### config.mk
export PLATFORM = sky130hd
export DESIGN_NAME = plab5_mcore_mem_net_tdm_arb_flat
export DESIGN_NICKNAME = d
export VERILOG_FILES = /design/src/rtl/plab5_mcore_mem_net_tdm_arb_pkg.sv /design/src/rtl/plab5_mcore_mem_net_tdm_arb_if.sv /design/src/rtl/plab5_mcore_tdm_slot_timer.sv /design/src/rtl/plab5_mcore_mem_net_tdm_arb.sv /design/src/flat_wrapper.sv
export SDC_FILE = /design/constraint.sdc
export NUM_CORES = 1
export LEC_CHECK = 0
export ABC_CLOCK_PERIOD_IN_PS = 5900
export CORE_AREA = 2 2 129 131
export DETAILED_ROUTE_END_ITERATION = 10
export DIE_AREA = 0 0 131 133
export DONT_BUFFER_PORTS = 1
export HOLD_SLACK_MARGIN = 0.12
export MAX_ROUTING_LAYER = met4
export SLEW_MARGIN = 20
export SYNTH_ARGS = -nofsm -noshare
export SYNTH_HDL_FRONTEND = slang
export SYNTH_SLANG_ARGS = --single-unit
### constraint.sdc
create_clock -name clk -period 5.9 [get_ports clk]
set_input_delay 1.18 -clock clk [delete_from_list [all_inputs] [get_ports clk]]
set_output_delay 1.18 -clock clk [all_outputs]
set_load 0.01 [all_outputs]
### src/rtl/plab5_mcore_mem_net_tdm_arb_pkg.sv
// rtl/plab5_mcore_mem_net_tdm_arb_pkg.sv - shared types and constants for the TDM memory-network arbiter
//
// Purpose: slot FSM state encoding, security-domain encodings and a small
// width helper used by the slot timer and the arbiter top.
package plab5_mcore_mem_net_tdm_arb_pkg;

  // Slot FSM: grants are only possible in ACTIVE; GUARD drains the slot.
  typedef enum logic {
    ST_ACTIVE = 1'b0,
    ST_GUARD  = 1'b1
  } tdm_state_e;

  // Domain encodings are local to this block; they match p_domain_mask bits.
  localparam logic DOMAIN_0 = 1'b0;
  localparam logic DOMAIN_1 = 1'b1;

  // Index/counter width that stays legal for a count of 1.
  function automatic int idx_width(input int n);
    return (n > 1) ? $clog2(n) : 1;
  endfunction

endpackage

### src/rtl/plab5_mcore_mem_net_tdm_arb_if.sv
// rtl/plab5_mcore_mem_net_tdm_arb_if.sv - requester/network handshake bundle for the TDM arbiter
//
// Purpose: groups the per-requester val/rdy/msg inputs and the single
// network injection port.
// Signals:
//   in_val[p_num_reqs]              requester valid
//   in_rdy[p_num_reqs]              requester ready (one-hot or zero)
//   in_msg[p_num_reqs*p_msg_nbits]  requester i at [i*p_msg_nbits +: p_msg_nbits]
//   out_val / out_rdy / out_msg     network injection handshake
//   out_domain                      current slot's domain (adapters' sd input)
// Modports: master = arbiter side, slave = requesters + network side.
interface plab5_mcore_mem_net_tdm_arb_if #(
  parameter int p_num_reqs  = 4,
  parameter int p_msg_nbits = 64
);
  logic [p_num_reqs-1:0]             in_val;
  logic [p_num_reqs-1:0]             in_rdy;
  logic [p_num_reqs*p_msg_nbits-1:0] in_msg;
  logic                              out_val;
  logic                              out_rdy;
  logic [p_msg_nbits-1:0]            out_msg;
  logic                              out_domain;

  modport master (
    input  in_val, in_msg, out_rdy,
    output in_rdy, out_val, out_msg, out_domain
  );

  modport slave (
    output in_val, in_msg, out_rdy,
    input  in_rdy, out_val, out_msg, out_domain
  );
endinterface

### src/rtl/plab5_mcore_tdm_slot_timer.sv
// rtl/plab5_mcore_tdm_slot_timer.sv - slot counter, domain register and ACTIVE/GUARD FSM
//
// Purpose: divides time into p_slot_cycles-long slots that alternate between
// domain 0 and domain 1; the last p_guard_cycles cycles of each slot are GUARD.
// Ports:
//   clk, reset (sync, active-low)
//   domain    current slot's domain (constant for the whole slot)
//   active    1 while the FSM is in ACTIVE
//   slot_cnt  position within the slot, 0 .. p_slot_cycles-1
module plab5_mcore_tdm_slot_timer
  import plab5_mcore_mem_net_tdm_arb_pkg::*;
#(
  parameter int p_slot_cycles  = 8,
  parameter int p_guard_cycles = 2,
  localparam int CW = idx_width(p_slot_cycles)
) (
  input  logic          clk,
  input  logic          reset,
  output logic          domain,
  output logic          active,
  output logic [CW-1:0] slot_cnt
);

  tdm_state_e state;
  logic       wrap;

  assign wrap   = (slot_cnt == CW'(p_slot_cycles - 1));
  assign active = (state == ST_ACTIVE);

  // State is computed from the *next* slot_cnt so that it always agrees with
  // "ACTIVE iff slot_cnt < p_slot_cycles - p_guard_cycles" in the same cycle.
  // With p_guard_cycles == 0 the threshold is never reached before the wrap.
  always_ff @(posedge clk) begin
    if (!reset) begin
      slot_cnt <= '0;
      domain   <= DOMAIN_0;
      state    <= ST_ACTIVE;
    end else if (wrap) begin
      slot_cnt <= '0;
      domain   <= (domain == DOMAIN_0) ? DOMAIN_1 : DOMAIN_0;
      state    <= ST_ACTIVE;
    end else begin
      slot_cnt <= slot_cnt + 1'b1;
      if (int'(slot_cnt) + 1 >= p_slot_cycles - p_guard_cycles)
        state <= ST_GUARD;
      else
        state <= ST_ACTIVE;
    end
  end

endmodule

### src/rtl/plab5_mcore_mem_net_tdm_arb.sv
// rtl/plab5_mcore_mem_net_tdm_arb.sv - time-division-multiplexed two-domain round-robin arbiter
//
// Purpose: zero-latency arbiter that lets only the requesters of the current
// slot's domain compete for the network, with a per-domain round-robin
// pointer, so one domain cannot influence the other's timing.
// Ports:
//   clk, reset (sync, active-low)
//   bus  (master modport): in_val/in_rdy/in_msg per requester,
//        out_val/out_rdy/out_msg to the network, out_domain to adapters
module plab5_mcore_mem_net_tdm_arb
  import plab5_mcore_mem_net_tdm_arb_pkg::*;
#(
  parameter int                    p_num_reqs     = 4,
  parameter int                    p_msg_nbits    = 64,
  parameter logic [p_num_reqs-1:0] p_domain_mask  = 4'b1010,
  parameter int                    p_slot_cycles  = 8,
  parameter int                    p_guard_cycles = 2
) (
  input logic                          clk,
  input logic                          reset,
  plab5_mcore_mem_net_tdm_arb_if.master bus
);

  localparam int PW = idx_width(p_num_reqs);
  localparam int CW = idx_width(p_slot_cycles);

  logic                      domain;
  logic                      active;
  logic [CW-1:0]             slot_cnt;
  logic [p_num_reqs-1:0]     eligible;
  logic [1:0][PW-1:0]        rr_ptr;
  logic [PW-1:0]             cur_ptr;
  logic                      grant_val;
  logic [PW-1:0]             grant_idx;
  logic [PW-1:0]             next_ptr;

  plab5_mcore_tdm_slot_timer #(
    .p_slot_cycles  (p_slot_cycles),
    .p_guard_cycles (p_guard_cycles)
  ) u_timer (
    .clk      (clk),
    .reset    (reset),
    .domain   (domain),
    .active   (active),
    .slot_cnt (slot_cnt)
  );

  // Requesters outside the current domain are masked here, before the
  // priority search, so their val/msg never reach any output.
  // Qualifying with reset keeps every handshake output low while in reset.
  for (genvar i = 0; i < p_num_reqs; i++) begin : g_elig
    assign eligible[i] = bus.in_val[i] & (p_domain_mask[i] == domain)
                       & active & reset;
  end

  assign cur_ptr = rr_ptr[domain];

  // First eligible requester at or after the pointer, modulo p_num_reqs.
  always_comb begin
    int idx;
    grant_val = 1'b0;
    grant_idx = '0;
    idx       = 0;
    for (int k = 0; k < p_num_reqs; k++) begin
      idx = int'(cur_ptr) + k;
      if (idx >= p_num_reqs) idx = idx - p_num_reqs;
      if (!grant_val && eligible[PW'(idx)]) begin
        grant_val = 1'b1;
        grant_idx = PW'(idx);
      end
    end
  end

  assign next_ptr = (grant_idx == PW'(p_num_reqs - 1)) ? '0 : grant_idx + 1'b1;

  assign bus.out_val    = grant_val;
  assign bus.out_domain = reset & domain;
  assign bus.out_msg    = grant_val
                        ? bus.in_msg[int'(grant_idx)*p_msg_nbits +: p_msg_nbits]
                        : '0;

  always_comb begin
    bus.in_rdy = '0;
    if (grant_val) bus.in_rdy[grant_idx] = bus.out_rdy;
  end

  // Only the owning domain's pointer moves, and only on an actual transfer.
  always_ff @(posedge clk) begin
    if (!reset) begin
      rr_ptr <= '0;
    end else if (grant_val && bus.out_rdy) begin
      rr_ptr[domain] <= next_ptr;
    end
  end

endmodule
### src/flat_wrapper.sv
// flat-port wrapper written by rule: the top's interface ports become plain ports
module plab5_mcore_mem_net_tdm_arb_flat import plab5_mcore_mem_net_tdm_arb_pkg::*;
#(
  parameter int                    p_num_reqs     = 4,
  parameter int                    p_msg_nbits    = 64,
  parameter logic [p_num_reqs-1:0] p_domain_mask  = 4'b1010,
  parameter int                    p_slot_cycles  = 8,
  parameter int                    p_guard_cycles = 2
)
  (clk, reset, bus_in_val, bus_in_msg, bus_out_rdy, bus_in_rdy, bus_out_val, bus_out_msg, bus_out_domain);
  plab5_mcore_mem_net_tdm_arb_if #(.p_num_reqs(p_num_reqs), .p_msg_nbits(p_msg_nbits)) bus_i ();
  input logic clk;
  input logic reset;
  input wire logic [$bits(bus_i.in_val)-1:0] bus_in_val;
  input wire logic [$bits(bus_i.in_msg)-1:0] bus_in_msg;
  input wire logic [$bits(bus_i.out_rdy)-1:0] bus_out_rdy;
  output wire logic [$bits(bus_i.in_rdy)-1:0] bus_in_rdy;
  output wire logic [$bits(bus_i.out_val)-1:0] bus_out_val;
  output wire logic [$bits(bus_i.out_msg)-1:0] bus_out_msg;
  output wire logic [$bits(bus_i.out_domain)-1:0] bus_out_domain;
  assign bus_i.in_val = bus_in_val;
  assign bus_i.in_msg = bus_in_msg;
  assign bus_i.out_rdy = bus_out_rdy;
  assign bus_in_rdy = bus_i.in_rdy;
  assign bus_out_val = bus_i.out_val;
  assign bus_out_msg = bus_i.out_msg;
  assign bus_out_domain = bus_i.out_domain;
  plab5_mcore_mem_net_tdm_arb #(.p_num_reqs(p_num_reqs), .p_msg_nbits(p_msg_nbits), .p_domain_mask(p_domain_mask), .p_slot_cycles(p_slot_cycles), .p_guard_cycles(p_guard_cycles)) u_core (.clk(clk), .reset(reset), .bus(bus_i));
endmodule
Yosys cells after proc, flatten, opt, wreduce, memory -nomap -nowiden
Index checks and enable logic that the tools add are counted.

storage, ports and cells
  flip-flop bits (word level) = 9
  output and inout bits = 70
  input bits = 263

operators by class
  eq/ne operators = 2
  $add $sub $neg = 10
  order comparisons = 13
  mux-type cells = 36
  bitwise logic cells = 17
  shift operators = 1
  reductions and logical operators = 10

operator list
  cell                 number
  $shiftx 256x9->64    1
  $mux 64              1
  $mux 2               12
  $lt 2x4->1 const B   4
  $mux 1               15
  $and 1x1->1          13
  $ge 3x3->1 const B   3
  $bmux 1 s2           4
  $sub 2x1->2 const B  4
  $add 2x2->3 const B  2
  $logic_and 1x1->1    6
  $add 3x1->4 const B  1
  $and 4x4->4          1
  $bwmux 4             1
  $ge 4x3->1 const B   1
  $mux 4               1
  $add 2x1->3 const B  1
  $add 3x1->3 const B  1
  $eq 3x3->1 const B   1
  $ge 2x3->1 const B   1
  $logic_not 1->1      3
  $lt 2x3->1 const B   1
  $not 1->1            3
  $add 2x1->2 const B  1
  other kinds (7)      7

Longest topological paths before layout
Gate-level depths: netlist (run 1).

  word-level depth = 23
  gate-level depth with buffers = 10
  gate-level depth less buffers = 7

By module
From an unflattened synthesis (run 1), not the netlist that was laid out.

unflattened totals
  cell total of the unflattened synthesis = 291
  area total of the unflattened synthesis = 2368.5 µm²

by module, submodules not included
  module                       cells an instance  sequential area each (µm²)  area each (µm²)  instances
  plab5_mcore_mem_net_tdm_arb  270                80.1                        2160.8           1
  plab5_mcore_tdm_slot_timer   21                 100.1                       207.7            1

Least setup slack after synthesis (run 1)
Ideal clock, no wire load.

  path kind = input-to-output
  start = input bus_in_val[3]
  end = output bus_in_rdy[2]
  data arrival time = 2.417 ns
  stages = 8
  required time = 4.720 ns
  setup slack = 2.303 ns
  path through = nand2_1 > o32ai_2 > a211oi_2 > buf_6 > buf_12 > inv_2 > ha_1 > and3_1

on the way
  word-level cells in the longest chain between the ends = 22
  elaborated cells on any way between the ends = 36
  classes of those cells = order compare (2); mux (23); bitwise (4); reduce/logical (7)

ends and longest elaborated chain
  what                                                                   RTL line                           RTL
  start, declared                                                        flat_wrapper.sv:14                 input wire logic [$bits(bus_i.in_val)-1:0] bus_in_val;
  $and 1x1->1 *                                                          plab5_mcore_mem_net_tdm_arb.sv:52  assign eligible[i] = bus.in_val[i] & (p_domain_mask[i] == domain)
  $and 1x1->1 * (2 in a row)                                             plab5_mcore_mem_net_tdm_arb.sv:53  & active & reset;
  $bmux 1 s2                                                             plab5_mcore_mem_net_tdm_arb.sv:67  if (!grant_val && eligible[PW'(idx)]) begin
  $mux 1 (not written as such) (2 in a row)                              plab5_mcore_mem_net_tdm_arb.sv:67
  $mux 1                                                                 plab5_mcore_mem_net_tdm_arb.sv:67
  $logic_not 1->1                                                        plab5_mcore_mem_net_tdm_arb.sv:67
  $logic_and 1x1->1                                                      plab5_mcore_mem_net_tdm_arb.sv:67
  $mux 1                                                                 plab5_mcore_mem_net_tdm_arb.sv:67
  [... 4 more ...]                                                       n/a
  $logic_and 1x1->1                                                      plab5_mcore_mem_net_tdm_arb.sv:67
  $mux 2                                                                 plab5_mcore_mem_net_tdm_arb.sv:67
  $lt 2x3->1 (not written as such) / $ge 2x1->1 (equally long branches)  plab5_mcore_mem_net_tdm_arb.sv:84  if (grant_val) bus.in_rdy[grant_idx] = bus.out_rdy;
  $logic_and 1x1->1 (not written as such)                                plab5_mcore_mem_net_tdm_arb.sv:84
  $mux 1 (not written as such)                                           plab5_mcore_mem_net_tdm_arb.sv:84
  $demux 1 s2                                                            n/a
  $and 4x4->4 (no line)                                                  n/a
  $mux 4 *                                                               plab5_mcore_mem_net_tdm_arb.sv:84
  end, declared                                                          flat_wrapper.sv:17                 output wire logic [$bits(bus_i.in_rdy)-1:0] bus_in_rdy;

Mark *: on every way between the ends. The rest lies on a longest branch, timed or not. The select of a mux whose other input is x is not followed.

Worst setup path in the final report (run 1)
  start = input reset
  end = output bus_out_msg[19]

on the way
  word-level cells in the longest chain between the ends = 16
  elaborated cells on any way between the ends = 32
  classes of those cells = shift (1); mux (21); bitwise (4); reduce/logical (6)

ends and longest elaborated chain
  what                                       RTL line                           RTL
  start, declared                            flat_wrapper.sv:13                 input logic reset;
  $and 1x1->1                                plab5_mcore_mem_net_tdm_arb.sv:53
  $bmux 1 s2                                 plab5_mcore_mem_net_tdm_arb.sv:67
  $mux 1 (not written as such) (2 in a row)  plab5_mcore_mem_net_tdm_arb.sv:67
  $mux 1                                     plab5_mcore_mem_net_tdm_arb.sv:67
  $logic_not 1->1                            plab5_mcore_mem_net_tdm_arb.sv:67
  $logic_and 1x1->1                          plab5_mcore_mem_net_tdm_arb.sv:67
  $mux 1                                     plab5_mcore_mem_net_tdm_arb.sv:67
  $logic_not 1->1                            plab5_mcore_mem_net_tdm_arb.sv:67
  $logic_and 1x1->1                          plab5_mcore_mem_net_tdm_arb.sv:67
  $mux 1                                     plab5_mcore_mem_net_tdm_arb.sv:67
  $logic_not 1->1                            plab5_mcore_mem_net_tdm_arb.sv:67
  $logic_and 1x1->1                          plab5_mcore_mem_net_tdm_arb.sv:67
  $mux 2                                     plab5_mcore_mem_net_tdm_arb.sv:67
  $shiftx 256x9->64                          plab5_mcore_mem_net_tdm_arb.sv:79  ? bus.in_msg[int'(grant_idx)*p_msg_nbits +: p_msg_nbits]
  $mux 64 *                                  plab5_mcore_mem_net_tdm_arb.sv:79
  end, declared                              flat_wrapper.sv:19                 output wire logic [$bits(bus_i.out_msg)-1:0] bus_out_msg;

Marked as above.

==> insert_results.sql, run 1 <==
INSERT INTO impl_metrics (metric_group, metric, value, unit) VALUES
('place', 'detailedPlacementHpwl', '8.318', 'mm'),
('timing', 'setup-violations-final', '0', ''),
('setup_path', 'path_class', 'in -> out', ''),
('die', 'die-area', '0.01742', 'mm²'),
('synth', 'synthesis.yosys.warnings', '0', ''),
('synth', 'synth_area_per_cell', '8.475', 'µm²'),
('synth', 'synth_compound_gate_area_share', '0.4176', ''),
('global_route', 'antenna_violations_before_repair', '1', ''),
('power_and_ir_drop', 'total_power', '0.3445', 'mW'),
('setup_path', 'worst_setup_path_end_kind', 'output port', ''),
('die', 'floorplan.die.width', '131', 'µm'),
('clock_network', 'tritoncts_num_sinks', '9', ''),
('die', 'number_of_rows_in_the_core_area', '47', ''),
('synth', 'yosys-top-cells-count', 'sky130_fd_sc_hd__a22oi_1, sky130_fd_sc_hd__mux2i_1, sky130_fd_sc_hd__buf_2', ''),
('final_layout', 'final_layout_size_suffix_gt1_frac', '0.07605', ''),
('power_and_ir_drop', 'worst_voltage_drop_across_the_vdd_grid', '0.1937', 'mV'),
('final_layout', 'fillCellCount', '1825', ''),
('timing', 'finalMaxSlewViolations', '0', ''),
('timing', 'worst_pin_slew', '0.9848', 'ns'),
('setup_path', 'critical_path_arrival', '2.89', 'ns'),
('timing', 'setup_repair_after_global_routing_missed_its_margin', 'false', ''),
('clock_network', 'total_number_of_h_tree_levels', '1', ''),
('clock_network', 'clk-insertion-delay-late', '0.23', 'ns'),
('timing', 'finalHoldViolCount', '0', ''),
('die', 'initial_cell_density_of_the_core', '0.1525', ''),
('die', 'die_h', '133', 'µm'),
('routing', 'wl_per_cell', '21.47', 'µm'),
('global_route', 'global_route.overflow_total', '0', ''),
('place', 'placedInstanceArea', '0.002514', 'mm²'),
('setup_path', 'peak_fanout_along_the_critical_path', '128', ''),
('clock_network', 'numCtsBuffers', '3', ''),
('routing', 'count_of_unresolved_drc_violations_after_routing', '0', ''),
('outcome', 'outcome', 'finished, final reports clean', ''),
('clock_network', 'clock_tree.root_cell', 'sky130_fd_sc_hd__clkbuf_16', ''),
('place', 'gp_congestion', '0.8319', ''),
('routing', 'num_vias', '2626', ''),
('routing', 'viasPerCell', '5.426', ''),
('timing', 'timing.clock.skew', '0.0008925', 'ns'),
('synth', 'synth_top_area_cell', 'sky130_fd_sc_hd__a22oi_1', ''),
('power_and_ir_drop', 'power.density', '131.2', 'mW/mm²'),
('worst_hold_path', 'worst_hold_path_type', 'reg -> reg', ''),
('synth', 'netlist.area_leader.share', '0.3896', ''),
('synth', 'synth.cell_area', '0.002466', 'mm²'),
('global_route', 'largest_net_degree_at_the_start_of_global_routing', '129', ''),
('die', 'top_level_ports', '333', ''),
('global_route', 'number_of_global_route_vias_before_repair', '2414', ''),
('final_layout', 'nNetsFinal', '534', ''),
('die', 'placeableCoreArea', '0.01617', 'mm²'),
('clock_network', 'post_cts_resized', '0', ''),
('setup_path', 'worstPathRequired', '4.72', 'ns'),
('synth', 'synth_top_cells_by_area', 'sky130_fd_sc_hd__a22oi_1, sky130_fd_sc_hd__mux2i_1, sky130_fd_sc_hd__dfxtp_1', ''),
('synth', 'synthXorXnorAreaFrac', '0.003551', ''),
('synth', 'post_synth_num_cell_types', '34', ''),
('synth', 'synth_most_common_cell', 'sky130_fd_sc_hd__a22oi_1', ''),
('timing', 'tns', '0', 'ns'),
('power_and_ir_drop', 'static_leakage', '1.132', 'nW'),
('final_layout', 'flow.area_growth_from_synthesis', '6.494', '%'),
('routing', 'detail_route.first_pass.iterations', '5', ''),
('timing', 'final.period_utilization', '0.6905', ''),
('synth', 'synth_sequential_area_ratio', '0.07306', ''),
('setup_path', 'critical_path.startpoint_type', 'primary input', ''),
('routing', 'wl', '10.39', 'mm'),
('final_layout', 'post-route-cell-area', '0.002626', 'mm²'),
('clock_network', 'hold_buffers', '0', ''),
('routing', 'drt_iter0_markers', '215', ''),
('timing', 'setup_slack', '1.826', 'ns'),
('synth', 'asyncSetResetFlopFracSynth', '0', ''),
('synth', 'dominantRegCellSynth', 'sky130_fd_sc_hd__dfxtp_1', ''),
('global_route', 'groute.usage.overall', '0.1002', ''),
('flow_run', 'max_cap_viols', '0', ''),
('timing', 'fmax', '245.5', 'MHz');
-- metrics by stage --
step,hold WS [ns],std cells
5_1_grt,0.4856,484
3_3_place_gp,0.4402,478
3_5_place_dp,0.4453,478
6_report,0.4481,484
2_1_floorplan,0.4308,291
4_1_cts,0.4478,482
-- routing by layer --
metal,track usage,share of wire
met1,0.1109,0.38
met2,0.1888,0.52
met3,0.01820,0.087
met4,0.01241,0.0087
met5,-,0
-- where the power goes --
| group | internal [mW] | total [mW] | switching [mW] |
|---|---|---|---|
| clock | 0.0902 | 0.119 | 0.0286 |
| sequential | 0.0641 | 0.0665 | 0.00245 |
| combinational | 0.0578 | 0.159 | 0.101 |
| total | 0.212 | 0.344 | 0.132 |
-- cell type report --
cell class,count,area [µm²],share of cell area
Multi-Input combinational cell,239,2006,0.7637
Tap cell,220,275.3,0.1048
Sequential cell,9,180.2,0.06860
Clock buffer,4,78.83,0.03001
Timing Repair Buffer,5,61.31,0.02334
Inverter,6,22.52,0.008576
Antenna cell,1,2.502,0.0009528
-- placed cells by master (no fill, tap or decap), types with 3 or more instances in the layout --
master,n
sky130_fd_sc_hd__and3_1,4
sky130_fd_sc_hd__inv_1,5
sky130_fd_sc_hd__nor2_1,5
sky130_fd_sc_hd__a22oi_1,128
sky130_fd_sc_hd__buf_4,3
sky130_fd_sc_hd__ha_1,7
sky130_fd_sc_hd__mux2i_1,65
sky130_fd_sc_hd__clkbuf_16,3
sky130_fd_sc_hd__dfxtp_1,9
-- kinds of logic after synthesis --
kind of cell	after synthesis
compound gates	136
simple gates	30
mux	65
flops	9
buf+inv	43
xor+xnor	1
fa+ha+maj	7
-- worst paths after layout --
check | from | endpoint | slack, ns | cells after the start
worst max register to register | u_core.u_timer.domain$_SDFFE_PN0P_ | u_core.rr_ptr[1]$_SDFFE_PN0P_ | 3.46 | 8
worst min register to register | u_core.rr_ptr[3]$_SDFFE_PN0P_ | u_core.rr_ptr[3]$_SDFFE_PN0P_ | 0.45 | 2
worst min-delay path | u_core.rr_ptr[3]$_SDFFE_PN0P_ | u_core.rr_ptr[3]$_SDFFE_PN0P_ | 0.45 | 2
worst max-delay path | reset | bus_out_msg[19] | 1.83 | 5
-- flip-flops by register name, summed over array words and instances (netlist names) --
| register | cells |
|---|---|
| u_core.u_timer.state | 1 |
| u_core.rr_ptr | 4 |
| u_core.u_timer.domain | 1 |
| u_core.u_timer.slot_cnt | 3 |
-- critical path: stages --
cell	delay, ns
sky130_fd_sc_hd__nand2b_2	0.12
sky130_fd_sc_hd__nor3_4	0.19
sky130_fd_sc_hd__buf_6	0.62
sky130_fd_sc_hd__a22oi_1	0.15
sky130_fd_sc_hd__mux2i_1	0.42
(Power assumes the default switching activity.)
==> run 2, diff against run 1 <==
ABC_CLOCK_PERIOD_IN_PS = 3560   (was 5900)
CORE_AREA = 2 2 131 133   (was 2 2 129 131)
DIE_AREA = 0 0 133 135   (was 0 0 131 133)
clock period = 3.56 ns   (was 5.9 ns; I/O delays follow)
==> run 2 against run 1 <==
  * Via count is 0.19% lower
  * Worst hold slack improved by 0.012 ns
  * Critical path depth unchanged
  * Register-to-register slack worse by 2.2 ns
  * Cell area rose by 3.6%
  * Clock skew down 0.00051 ns
  * Utilization rose by 0.34 points
  * Sequential cell count did not move
  * Sequential power up 65%
  * Total power rose by 69%
  * Die area rose by 3.1%
  * First-iteration DRC count increased by 30%
==> insert_results.sql, run 2 (synthesis results as in run 1) <==
INSERT INTO impl_metrics (metric_group, metric, value, unit) VALUES
('die', 'floorplan.die.width', '133', 'µm'),
('routing', 'wl', '9.889', 'mm'),
('outcome', 'outcome', 'finished, final reports clean', ''),
('global_route', 'antenna_violations_before_repair', '1', ''),
('final_layout', 'fillCellCount', '1854', ''),
('die', 'number_of_rows_in_the_core_area', '47', ''),
('clock_network', 'clk-insertion-delay-late', '0.24', 'ns'),
('routing', 'detail_route.first_pass.iterations', '5', ''),
('final_layout', 'largest_register_ff_count', '4', ''),
('place', 'pre_cts_ws', '0.6609', 'ns'),
('clock_network', 'cts.path.max_buffers', '2', ''),
('routing', 'drt_iter0_markers', '279', ''),
('place', 'detailedPlacementHpwl', '8.076', 'mm'),
('worst_hold_path', 'holdCritStartpoint', 'u_core.rr_ptr[3]$_SDFFE_PN0P_', ''),
('global_route', 'global_route.overflow_total', '0', ''),
('final_layout', 'layout.cells.most_common_list', 'sky130_fd_sc_hd__a22oi_1, sky130_fd_sc_hd__mux2i_1, sky130_fd_sc_hd__buf_4, sky130_fd_sc_hd__dfxtp_1, sky130_fd_sc_hd__ha_1', ''),
('worst_hold_path', 'hold_depth', '2', ''),
('setup_path', 'peak_fanout_along_the_critical_path', '62', ''),
('power_and_ir_drop', 'power.density', '214.1', 'mW/mm²'),
('power_and_ir_drop', 'static_leakage', '1.187', 'nW'),
('worst_hold_path', 'hold-path-endpoint', 'u_core.rr_ptr[3]$_SDFFE_PN0P_', ''),
('global_route', 'largest_net_degree_at_the_start_of_global_routing', '66', ''),
('setup_path', 'critical_path.slowest_cell', 'sky130_fd_sc_hd__dfxtp_1', ''),
('setup_path', 'critical_path_arrival', '2.37', 'ns'),
('timing', 'setup_repair_after_global_routing_missed_its_margin', 'false', ''),
('timing', 'worst_pin_slew', '0.6442', 'ns'),
('die', 'die-area', '0.01796', 'mm²'),
('die', 'die_h', '135', 'µm'),
('clock_network', 'hold_buffers', '0', ''),
('clock_network', 'numCtsBuffers', '3', ''),
('setup_path', 'crit_reg_reg_startpoint', 'u_core.u_timer.domain$_SDFFE_PN0P_', ''),
('setup_path', 'critical_path.startpoint_type', 'flip-flop', ''),
('flow_run', 'max_cap_viols', '0', ''),
('clock_network', 'post_cts_buffers', '0', ''),
('timing', 'tns', '0', 'ns'),
('clock_network', 'clk_pin_slew_worst_paths', '0.04', 'ns'),
('setup_path', 'crit_chain', 'nand2b_2 -> o32ai_2 -> a211oi_4 -> buf_12 -> mux2i_1', ''),
('setup_path', 'worstPathRequired', '2.85', 'ns'),
('setup_path', 'path_class', 'reg -> out', ''),
('power_and_ir_drop', 'total_power', '0.5823', 'mW'),
('power_and_ir_drop', 'worst_voltage_drop_across_the_vdd_grid', '0.2899', 'mV'),
('timing', 'finalWorstPathRequiredPeriod', '3.079', 'ns'),
('timing', 'whs', '0.4597', 'ns'),
('routing', 'antenna_violating_nets_post_route', '0', ''),
('global_route', 'number_of_global_route_vias_before_repair', '2249', ''),
('clock_network', 'post_cts_resized', '0', ''),
('die', 'top_level_ports', '333', ''),
('global_route', 'groute.usage.overall', '0.09437', ''),
('worst_hold_path', 'worst_hold_path_type', 'reg -> reg', ''),
('die', 'placeableCoreArea', '0.01641', 'mm²'),
('setup_path', 'timing.rr.end', 'u_core.rr_ptr[1]$_SDFFE_PN0P_', ''),
('die', 'initial_cell_density_of_the_core', '0.1503', ''),
('final_layout', 'most_common_cell_after_layout_fill_and_taps_aside', 'sky130_fd_sc_hd__a22oi_1', ''),
('final_layout', 'post-route-cell-area', '0.002720', 'mm²'),
('timing', 'fmax', '324.8', 'MHz'),
('clock_network', 'total_number_of_h_tree_levels', '1', ''),
('place', 'gp_congestion', '0.9997', ''),
('clock_network', 'clock_tree.root_cell', 'sky130_fd_sc_hd__clkbuf_16', ''),
('clock_network', 'tritoncts_num_sinks', '9', ''),
('timing', 'setup_slack', '0.4815', 'ns'),
('final_layout', 'flow.area_growth_from_synthesis', '10.30', '%'),
('routing', 'count_of_unresolved_drc_violations_after_routing', '0', ''),
('final_layout', 'top_regs', 'u_core.rr_ptr x4, u_core.u_timer.slot_cnt x3', ''),
('routing', 'wl_per_cell', '20.06', 'µm'),
('setup_path', 'timing.reg2reg.setup_slack', '1.27', 'ns'),
('setup_path', 'critical-path-top-delay-family', 'flip-flops', ''),
('final_layout', 'final_layout_size_suffix_gt1_frac', '0.1066', ''),
('final_layout', 'max_flop_register', 'u_core.rr_ptr', ''),
('routing', 'viasPerCell', '5.316', ''),
('timing', 'finalMaxSlewViolations', '0', ''),
('timing', 'timing.clock.skew', '0.0003853', 'ns'),
('global_route', 'global_route_wire_length_before_repair', '12.81', 'mm'),
('setup_path', 'worstPathBufferInverterCount', '1', ''),
('setup_path', 'worst_setup_path_end_kind', 'output port', ''),
('setup_path', 'critical_path.max_stage_delay', '0.57', 'ns'),
('clock_network', 'cts_tree', 'done', ''),
('timing', 'final.period_utilization', '0.8648', ''),
('timing', 'setup-violations-final', '0', ''),
('timing', 'finalHoldViolCount', '0', ''),
('final_layout', 'nNetsFinal', '543', ''),
('place', 'buffer_ports.inserted', '0', ''),
('setup_path', 'worstRegToRegCells', '8', ''),
('timing', 'max_slew_margin', '0.5705', ''),
('routing', 'num_vias', '2621', ''),
('place', 'placedInstanceArea', '0.002639', 'mm²');
==> run 2: worst reg2reg max path, stage by stage (launching register included) <==
cell and delay, ns:
sky130_fd_sc_hd__dfxtp_1 0.57, sky130_fd_sc_hd__nand2b_2 0.22, sky130_fd_sc_hd__o32ai_2 0.09, sky130_fd_sc_hd__a211oi_4 0.31, sky130_fd_sc_hd__buf_12 0.40, sky130_fd_sc_hd__inv_2 0.08, sky130_fd_sc_hd__ha_1 0.31, sky130_fd_sc_hd__mux2i_1 0.14
sky130_fd_sc_hd__nor2b_1 0.06
==> run 2: through the flow <==
step	instances	util
finish	493	0.1658
global route	493	0.1658
CTS	492	0.1656
detailed placement	488	0.1608
global placement	488	0.1608
floorplan	291	-
==> run 2: layout make-up <==
cell class,instances,area (µm²),area share
sequential,9,180.2,0.06624
tap,220,275.3,0.1012
multi-input combinational,239,2006,0.7373
antenna,1,2.502,0.0009200
timing repair buffer,14,155.1,0.05704
clock buffer,4,78.83,0.02898
inverter,6,22.52,0.008280
==> run 2: where the power goes <==
part | total (mW) | switching, mW | internal (mW)
clock | 0.203 | 0.0533 | 0.150
combinational | 0.269 | 0.164 | 0.105
sequential | 0.110 | 0.00400 | 0.106
total | 0.582 | 0.221 | 0.361
==> run 2: worst max path at each step <==
stage	from	end	slack [ns]	depth (start not counted)
final	u_core.u_timer.domain$_SDFFE_PN0P_	bus_out_msg[42]	0.48	5
after global placement	reset	bus_out_msg[31]	0.69	5
after detailed placement	reset	bus_out_msg[10]	0.66	5
after floorplan	bus_in_val[3]	bus_in_rdy[2]	0.90	8
after CTS	u_core.u_timer.domain$_SDFFE_PN0P_	bus_in_rdy[1]	0.51	6
after global routing	u_core.u_timer.domain$_SDFFE_PN0P_	bus_out_msg[42]	0.40	5
==> run 2: metal layers <==
layer	vias up	track usage	part of all wire
met5	-	-	0
met4	0	0.03166	0.023
met3	15	0.03003	0.12
met2	205	0.1436	0.47
met1	1247	0.1182	0.39
li1	1154	-	-
